**config.mk**
```make
export PLATFORM = sky130hd
export DESIGN_NAME = id_stage
export DESIGN_NICKNAME = d
export VERILOG_FILES = /design/src/rtl/id_stage.sv
export SDC_FILE = /design/constraint.sdc
export NUM_CORES = 1
export LEC_CHECK = 0
export CELL_PAD_IN_SITES_DETAIL_PLACEMENT = 1
export CELL_PAD_IN_SITES_GLOBAL_PLACEMENT = 1
export CORE_MARGIN = 5
export CORE_UTILIZATION = 43
export CTS_CLUSTER_DIAMETER = 80
export DETAILED_ROUTE_END_ITERATION = 12
export PLACE_DENSITY_LB_ADDON = 0.1
export SLEW_MARGIN = 30
export SYNTH_ARGS = -nofsm -noshare
export SYNTH_HDL_FRONTEND = slang
export SYNTH_SLANG_ARGS = --single-unit
```
**constraint.sdc**
```tcl
create_clock -name clk -period 6.55 [get_ports clk]
set_clock_uncertainty 0.1 [all_clocks]
set_input_delay 1.965 -clock clk [delete_from_list [all_inputs] [get_ports clk]]
set_output_delay 1.965 -clock clk [all_outputs]
set_load 0.01 [all_outputs]
```
**src/rtl/id_stage.sv**
```systemverilog
// Instruction-decode stage: IF/ID register, register file with write-before-read
// bypass, load-use stall, branch resolution and the registered ID/EX bundle.
module id_stage #(
  parameter int REG_COUNT = 16,
  parameter int DATA_W    = 32
) (
  input  logic              clk,
  input  logic              rst,
  input  logic [DATA_W-1:0] PC,
  input  logic [DATA_W-1:0] instruction,
  input  logic              wbEn,
  input  logic [3:0]        wbDest,
  input  logic [DATA_W-1:0] wbData,
  input  logic              exMemRead,
  input  logic [3:0]        exDest,
  output logic              freeze,
  output logic              brTaken,
  output logic [DATA_W-1:0] brOffset,
  output logic [DATA_W-1:0] idPC,
  output logic [DATA_W-1:0] opA,
  output logic [DATA_W-1:0] opB,
  output logic [DATA_W-1:0] imm,
  output logic [3:0]        dest,
  output logic [3:0]        aluOp,
  output logic              memRead,
  output logic              memWrite,
  output logic              regWrite,
  output logic              valid
);

  localparam logic [3:0] OP_NOP  = 4'h0;
  localparam logic [3:0] OP_ADD  = 4'h1;
  localparam logic [3:0] OP_SUB  = 4'h2;
  localparam logic [3:0] OP_AND  = 4'h3;
  localparam logic [3:0] OP_OR   = 4'h4;
  localparam logic [3:0] OP_ADDI = 4'h5;
  localparam logic [3:0] OP_LW   = 4'h6;
  localparam logic [3:0] OP_SW   = 4'h7;
  localparam logic [3:0] OP_BEQ  = 4'h8;
  localparam logic [3:0] OP_BNE  = 4'h9;
  localparam logic [3:0] OP_JMP  = 4'hA;

  function automatic logic signed [DATA_W-1:0] sext16(input logic [15:0] v);
    return DATA_W'($signed(v));
  endfunction

  logic [DATA_W-1:0] regs [REG_COUNT];

  logic [DATA_W-1:0] pc_p0;
  logic [DATA_W-1:0] instr_p0;
  logic              vld_p0;

  logic [3:0]               op_p0, rd_p0, rs1_p0, rs2_p0;
  logic signed [DATA_W-1:0] imm_sx_p0;
  logic [DATA_W-1:0]        rs1_val_p0, rs2_val_p0;
  logic                     use1_p0, use2_p0;
  logic                     legal_p0, writes_rd_p0;

  assign op_p0     = instr_p0[31:28];
  assign rd_p0     = instr_p0[27:24];
  assign rs1_p0    = instr_p0[23:20];
  assign rs2_p0    = instr_p0[19:16];
  assign imm_sx_p0 = sext16(instr_p0[15:0]);

  // Register read with same-cycle writeback bypass; r0 is hardwired to zero.
  always_comb begin
    rs1_val_p0 = regs[rs1_p0];
    if (wbEn && (wbDest == rs1_p0)) rs1_val_p0 = wbData;
    if (rs1_p0 == 4'd0) rs1_val_p0 = '0;
    rs2_val_p0 = regs[rs2_p0];
    if (wbEn && (wbDest == rs2_p0)) rs2_val_p0 = wbData;
    if (rs2_p0 == 4'd0) rs2_val_p0 = '0;
  end

  always_comb begin
    use1_p0 = 1'b0;
    use2_p0 = 1'b0;
    case (op_p0)
      OP_ADD, OP_SUB, OP_AND, OP_OR, OP_SW, OP_BEQ, OP_BNE: begin
        use1_p0 = 1'b1;
        use2_p0 = 1'b1;
      end
      OP_ADDI, OP_LW: use1_p0 = 1'b1;
      default: ;
    endcase
  end

  assign legal_p0     = (op_p0 != OP_NOP) && (op_p0 <= OP_JMP);
  assign writes_rd_p0 = (op_p0 >= OP_ADD) && (op_p0 <= OP_LW);

  assign freeze = vld_p0 && exMemRead && (exDest != 4'd0) &&
                  ((use1_p0 && (exDest == rs1_p0)) || (use2_p0 && (exDest == rs2_p0)));

  assign brTaken = vld_p0 && !freeze &&
                   ((op_p0 == OP_JMP) ||
                    ((op_p0 == OP_BEQ) && (rs1_val_p0 == rs2_val_p0)) ||
                    ((op_p0 == OP_BNE) && (rs1_val_p0 != rs2_val_p0)));

  assign brOffset = {imm_sx_p0[DATA_W-3:0], 2'b00};

  always_ff @(posedge clk) begin
    if (!rst) begin
      for (int i = 0; i < REG_COUNT; i++) regs[i] <= '0;
    end else if (wbEn && (wbDest != 4'd0)) begin
      regs[wbDest] <= wbData;
    end
  end

  // Stage p0: IF/ID register (holds on stall, squashed on taken branch)
  always_ff @(posedge clk) begin
    if (!rst) begin
      pc_p0    <= '0;
      instr_p0 <= '0;
      vld_p0   <= 1'b0;
    end else if (!freeze) begin
      if (brTaken) begin
        pc_p0    <= '0;
        instr_p0 <= '0;
        vld_p0   <= 1'b0;
      end else begin
        pc_p0    <= PC;
        instr_p0 <= instruction;
        vld_p0   <= 1'b1;
      end
    end
  end

  // Stage p1: ID/EX register (a stall inserts an all-zero bubble)
  always_ff @(posedge clk) begin
    if (!rst || freeze) begin
      idPC     <= '0;
      opA      <= '0;
      opB      <= '0;
      imm      <= '0;
      dest     <= '0;
      aluOp    <= '0;
      memRead  <= 1'b0;
      memWrite <= 1'b0;
      regWrite <= 1'b0;
      valid    <= 1'b0;
    end else begin
      idPC     <= pc_p0;
      opA      <= rs1_val_p0;
      opB      <= rs2_val_p0;
      imm      <= imm_sx_p0;
      dest     <= writes_rd_p0 ? rd_p0 : 4'd0;
      aluOp    <= legal_p0 ? op_p0 : OP_NOP;
      memRead  <= (op_p0 == OP_LW);
      memWrite <= (op_p0 == OP_SW);
      regWrite <= writes_rd_p0;
      valid    <= vld_p0 && legal_p0;
    end
  end

endmodule
```
After elaboration in Yosys (flattened, before gate mapping). Memory sizes are Yosys's and may differ from the RTL's. A register that Yosys moved wholly into a read port is not among the register bits. Index checks and enable logic that the tools add are counted.

RAM bits: 512. Memories kept: 1. ROM bits: 0. Latch bits: 0. Output and inout bits: 174. Logic and storage cells: 86. Input bits: 108. Register bits after elaboration: 189.

Memories: regs (depth 16, width 32, rd ports 2, clocked after memory_dff 2, write ports 16, line 47) `logic [DATA_W-1:0] regs [REG_COUNT];`.

$add $sub $neg: 0. Reduce and logical (&&, ||, !) cells: 31. Muxes and demuxes: 20. $mul: 0. Shift-type cells: 0. Equal/unequal tests: 16. Div/mod/pow operators: 0. $lt $le $gt $ge: 3. Bitwise operators: 2.

Operators with widths (number): $mux W32 (7); $eq A32 B32 Y1 (1); $ne A32 B32 Y1 (1); $reduce_or A32 Y1 (1); $mux W4 (5); $eq A4 B3 Y1 const B (4); $eq A4 B4 Y1 (4); $logic_and A1 B1 Y1 (15); $eq A4 B4 Y1 const B (3); $reduce_bool A4 Y1 (3); $reduce_or A9 Y1 (1); $eq A4 B2 Y1 const B (2); $logic_not A4 Y1 (2); $mux W1 (8); $reduce_or A7 Y1 (1); $eq A4 B1 Y1 const B (1); $ge A4 B1 Y1 const B (1); $le A4 B3 Y1 const B (1); $le A4 B4 Y1 const B (1); $logic_or A1 B1 Y1 (4); $reduce_or A2 Y1 (2); $logic_not A1 Y1 (2); $not A1 Y1 (2).

Longest topological paths before layout.
Depth after elaboration: 12. Depth in mapped cells: 14. Mapped depth without buffers: 10.

Worst setup path before layout. No wires, ideal clock.

Kind: input -> output. Start point: input port wbDest[1]. End point: output port brTaken. Data required time: 4.485 ns. Arrival: 4.172 ns. Slack: 0.313 ns. Buffers on the path: 3. Cell stages on the path: 13. Cell sequence: buf_2 > xor2_1 > nor3_2 > and4b_1 > buf_2 > buf_2 > a22oi_1 > xnor2_1 > nand4_1 > nor4_1 > a21oi_1 > xnor2_1 > and3_1.

Word-level cells in the longest chain between the ends: 9. Elaborated cells between the ends (all ways): 15. Classes of those cells: eq/ne (4); mux (4); reduce/logical (7).

Ends and longest elaborated chain: from (decl) (line 12) `input logic [3:0] wbDest,`; $eq A4 B4 Y1, on equally long branches (line 68, 71); $logic_and A1 B1 Y1, on equally long branches (line 68, 71); $mux W32, on equally long branches (line 68, 71); $mux W32, on equally long branches (line 69, 72); $eq A32 B32 Y1 (line 96) `((op_p0 == OP_BEQ) && (rs1_val_p0 == rs2_val_p0)) ||`; $logic_and A1 B1 Y1 (line 96); $logic_or A1 B1 Y1 (line 95) `((op_p0 == OP_JMP) ||`; $logic_or A1 B1 Y1 * (line 96); $logic_and A1 B1 Y1 * (line 94) `assign brTaken = vld_p0 && !freeze &&`; to (decl) (line 17) `output logic brTaken,`.

Mark *: on every way between the ends. The rest lies on a longest branch, timed or not.

Worst setup path in the final report. Ends and elaborated chain as after synthesis.

==> results.yml <==
timing:
  period_minus_slack_ns: 6.93
  worstMarginPinSlew_ns: 1.06
  finalWorstSetupSlack_ns: -0.381
  fmax_ghz: 0.144
  rsz0062_at_grt: "yes"
  hold_viol_final: 0
  setup_viol_count_final: 1
  final_max_slew_viol_count: 0
  maxSlewHeadroom_pct: 28.9
  period_share_pct: 106
placement:
  io_buffers: 279
  place_hpwl_mm: 78.2
  dp.cells: 3758
  placed_area_mm2: 0.0393
  finalWeightedCongestion: 0.882
clock_network:
  clockBufferDepth: 3
  cts_sinks: 709
  root_buffer: "clkbuf_16"
  cts.clk_slew.worst_paths_ns: 0.06
  cts_tree: "yes"
  clock_latency_ns: 0.64
  h-tree-depth: 3
  cts_inserted_buffers: 79
outcome:
  violations: "negative setup slack"
  status: "finished with violations"
worst_setup_path:
  r2r_setup_slack_ns: 2.16
  timing.rr.end: "instr_p0[18]"
  worstSetupPathType: "in2out"
  end_kind: "output pin"
  cp_max_fo: 6
  worstPathRequired_ns: 4.49
  r2r_cells: 14
  crit_path_start_kind: "input pin"
  worstPathArrival_ns: 4.87
route:
  post-route-drc-count: 0
  drt_iter0_drc: 2498
  vias: 24000
  drtAntennaViolNets: 0
  drtPass1Iterations: 5
  finalWirelength_mm: 124
  wl_per_cell_um: 31.6
  via_per_inst: 6.10
floorplan:
  rows: 102
  die_y_um: 290
  die-area_mm2: 0.0843
  die_w_um: 290
  io_pins: 282
  start_util_pct: 43.5
  fp.coreArea_mm2: 0.0777
hold_path:
  min_path_cells: 1
  min_from: "instr_p0[24]"
  hp-class: "reg2reg"
  min_to: "dest[0]"
final_layout:
  final_cell_mix: "edfxtp_1, and2_1, clkdlybuf4s50_1"
  area_growth_pct: 26.4
  drive_above_1_share_pct: 26.6
  layout.nets: 2926
  final_cell_area_mm2: 0.0427
  final_cells: 3930
  final_common_cell: "edfxtp_1"
power:
  p_per_area_mw_per_mm2: 296
  swShare_pct: 27.8
  p_leak_nw: 15.3
  share_comb_of_total_power_pct: 21.7
  ir_drop_mv: 0.175
  power_frac_clock_pct: 36.0
  net-switching-power_mw: 3.52
  intPower_mw: 9.14
  pwr-share-seq_pct: 42.2
grt:
  grt_first_pass_wirelength_mm: 179
  grt-ovfl-total: 0
  grt_pass1_vias: 26000
  antenna_found_initial: 9
  gr-usage-all-layers_pct: 28.7
  grt_max_degree: 69
synthesis:
  synth_warnings: 0
  syn_inst: 2443
  syn-mean-instance-area_um2: 13.8
  synth-seq-cells: 709
  seq_area_frac_synth_pct: 57.2
  post_synth_num_cell_types: 40
  syn_area_mm2: 0.0338
run:
  maxCapViolCount: 0
-- cells in the mapped netlist (all sizes together) --
cell,number,area [um^2]
nand2b,7,43.8
xnor2,40,350
and2,486,3040
o41ai,1,8.76
conb,1,3.75
nand3,2,10.0
or4,1,7.51
o221a,1,11.3
edfxtp,512,15400
dfxtp,197,3940
or2,1,6.26
nor2b,4,25.0
o21ai,77,385
nand4b,1,8.76
a22oi,254,1910
mux4,256,5770
and3,51,319
nor3,7,45.0
or3,1,6.26
nor2,88,330
o211ai,1,7.51
nand4,10,62.6
mux2i,1,22.5
a221oi,1,8.76
nor4,5,31.3
and4b,2,20.0
a211oi,1,7.51
inv,5,18.8
a21oi,4,20.0
buf,127,793
clkbuf,148,556
a31oi,4,37.5
xor2,11,96.3
nand2,134,503
o21a,1,7.51
-- how the worst max path moves through the flow --
stage,startpoint,endpoint,cells past startpoint
6_report,wbDest[1],brTaken,18
3_3_place_gp,wbDest[2],brTaken,14
2_1_floorplan,wbDest[1],brTaken,13
5_1_grt,wbDest[1],brTaken,18
3_5_place_dp,wbDest[3],brTaken,14
4_1_cts,wbDest[1],brTaken,17
-- cells by family after synthesis --
family                 after synthesis  synth area share, %
AO/OA/AOI/OAI                      345                 7.11
XOR/XNOR                            51                 1.32
buffers and inverters              280                 4.05
flip-flops                         709                 57.2
multiplexers                       257                 17.1
other                                1               0.0111
AND/OR/NAND/NOR                    800                 13.2
-- sequential cells by signal (all words and copies together) (netlist names), 4 cells and up, named ones only --
register and count:
pc_p0 32, instr_p0 32, idPC 32, aluOp 4, dest 4, opA 32
imm 16, opB 32, regs 512
-- stage by stage --
step | worst slack (ns) | power [mW] | utilization [%] | hold WS [ns] | TNS, ns
floorplan | 0.313 | 6.70 | - | 0.330 | 0
global placement | -1.34 | 7.95 | 50.5 | 0.342 | -1.34
detailed placement | -1.51 | 8.01 | 50.6 | 0.344 | -1.51
CTS | -0.327 | 12.7 | 54.6 | 0.362 | -0.327
global route | -0.481 | 13.1 | 54.9 | 0.376 | -0.481
finish | -0.381 | 12.7 | 54.9 | 0.361 | -0.381
-- area by class of cell --
type | instances | area (um^2)
Multi-Input combinational cell | 1487 | 14000
Timing Repair Buffer | 536 | 5400
Antenna cell | 6 | 15.0
Clock inverter | 24 | 239
Inverter | 5 | 18.8
Sequential cell | 709 | 19300
Fill cell | 7507 | 35000
Clock buffer | 123 | 2430
Tap cell | 1040 | 1300
-- per-layer routing --
metal | track usage (%) | vias to the layer above | share of wire (%) | wire length, um
li1 | - | 9900 | - | -
met4 | 12.0 | 2 | 4.6 | 5740
met3 | 4.64 | 280 | 7.6 | 9400
met5 | 0 | - | 0.010 | 13
met2 | 48.5 | 1207 | 49 | 61300
met1 | 37.0 | 12600 | 38 | 47900
-- power groups by stage --
stage / combinational [mW] / clock (mW) / sequential (mW)
detailed placement: 2.58 / 0 / 5.43
floorplan: 1.30 / 0 / 5.39
finish: 2.75 / 4.56 / 5.34
global placement: 2.55 / 0 / 5.40
global route: 2.87 / 4.81 / 5.38
CTS: 2.69 / 4.62 / 5.34
-- timing repair --
action,in CTS,in global routing
cloned,2,1
endpoints found under the setup margin,1,1
gates resized for setup,76,30
pin swaps,33,28
setup buffers,13,3
hold buffers,0,0
-- critical path, stage by stage --
cell	delay (ns)
buf_8	0.11
buf_6	0.11
xor2_2	0.15
nor3_2	0.21
buf_4	0.17
a31oi_4	0.10
buf_12	0.19
buf_12	0.14
a22oi_2	0.17
xnor2_1	0.16
buf_4	0.15
nand4_1	0.12
nor4_2	0.33
buf_4	0.18
a21oi_4	0.08
xnor2_2	0.18
and3_1	0.22
buf_6	0.12
No activity file was read; power rests on OpenSTA's default activity.
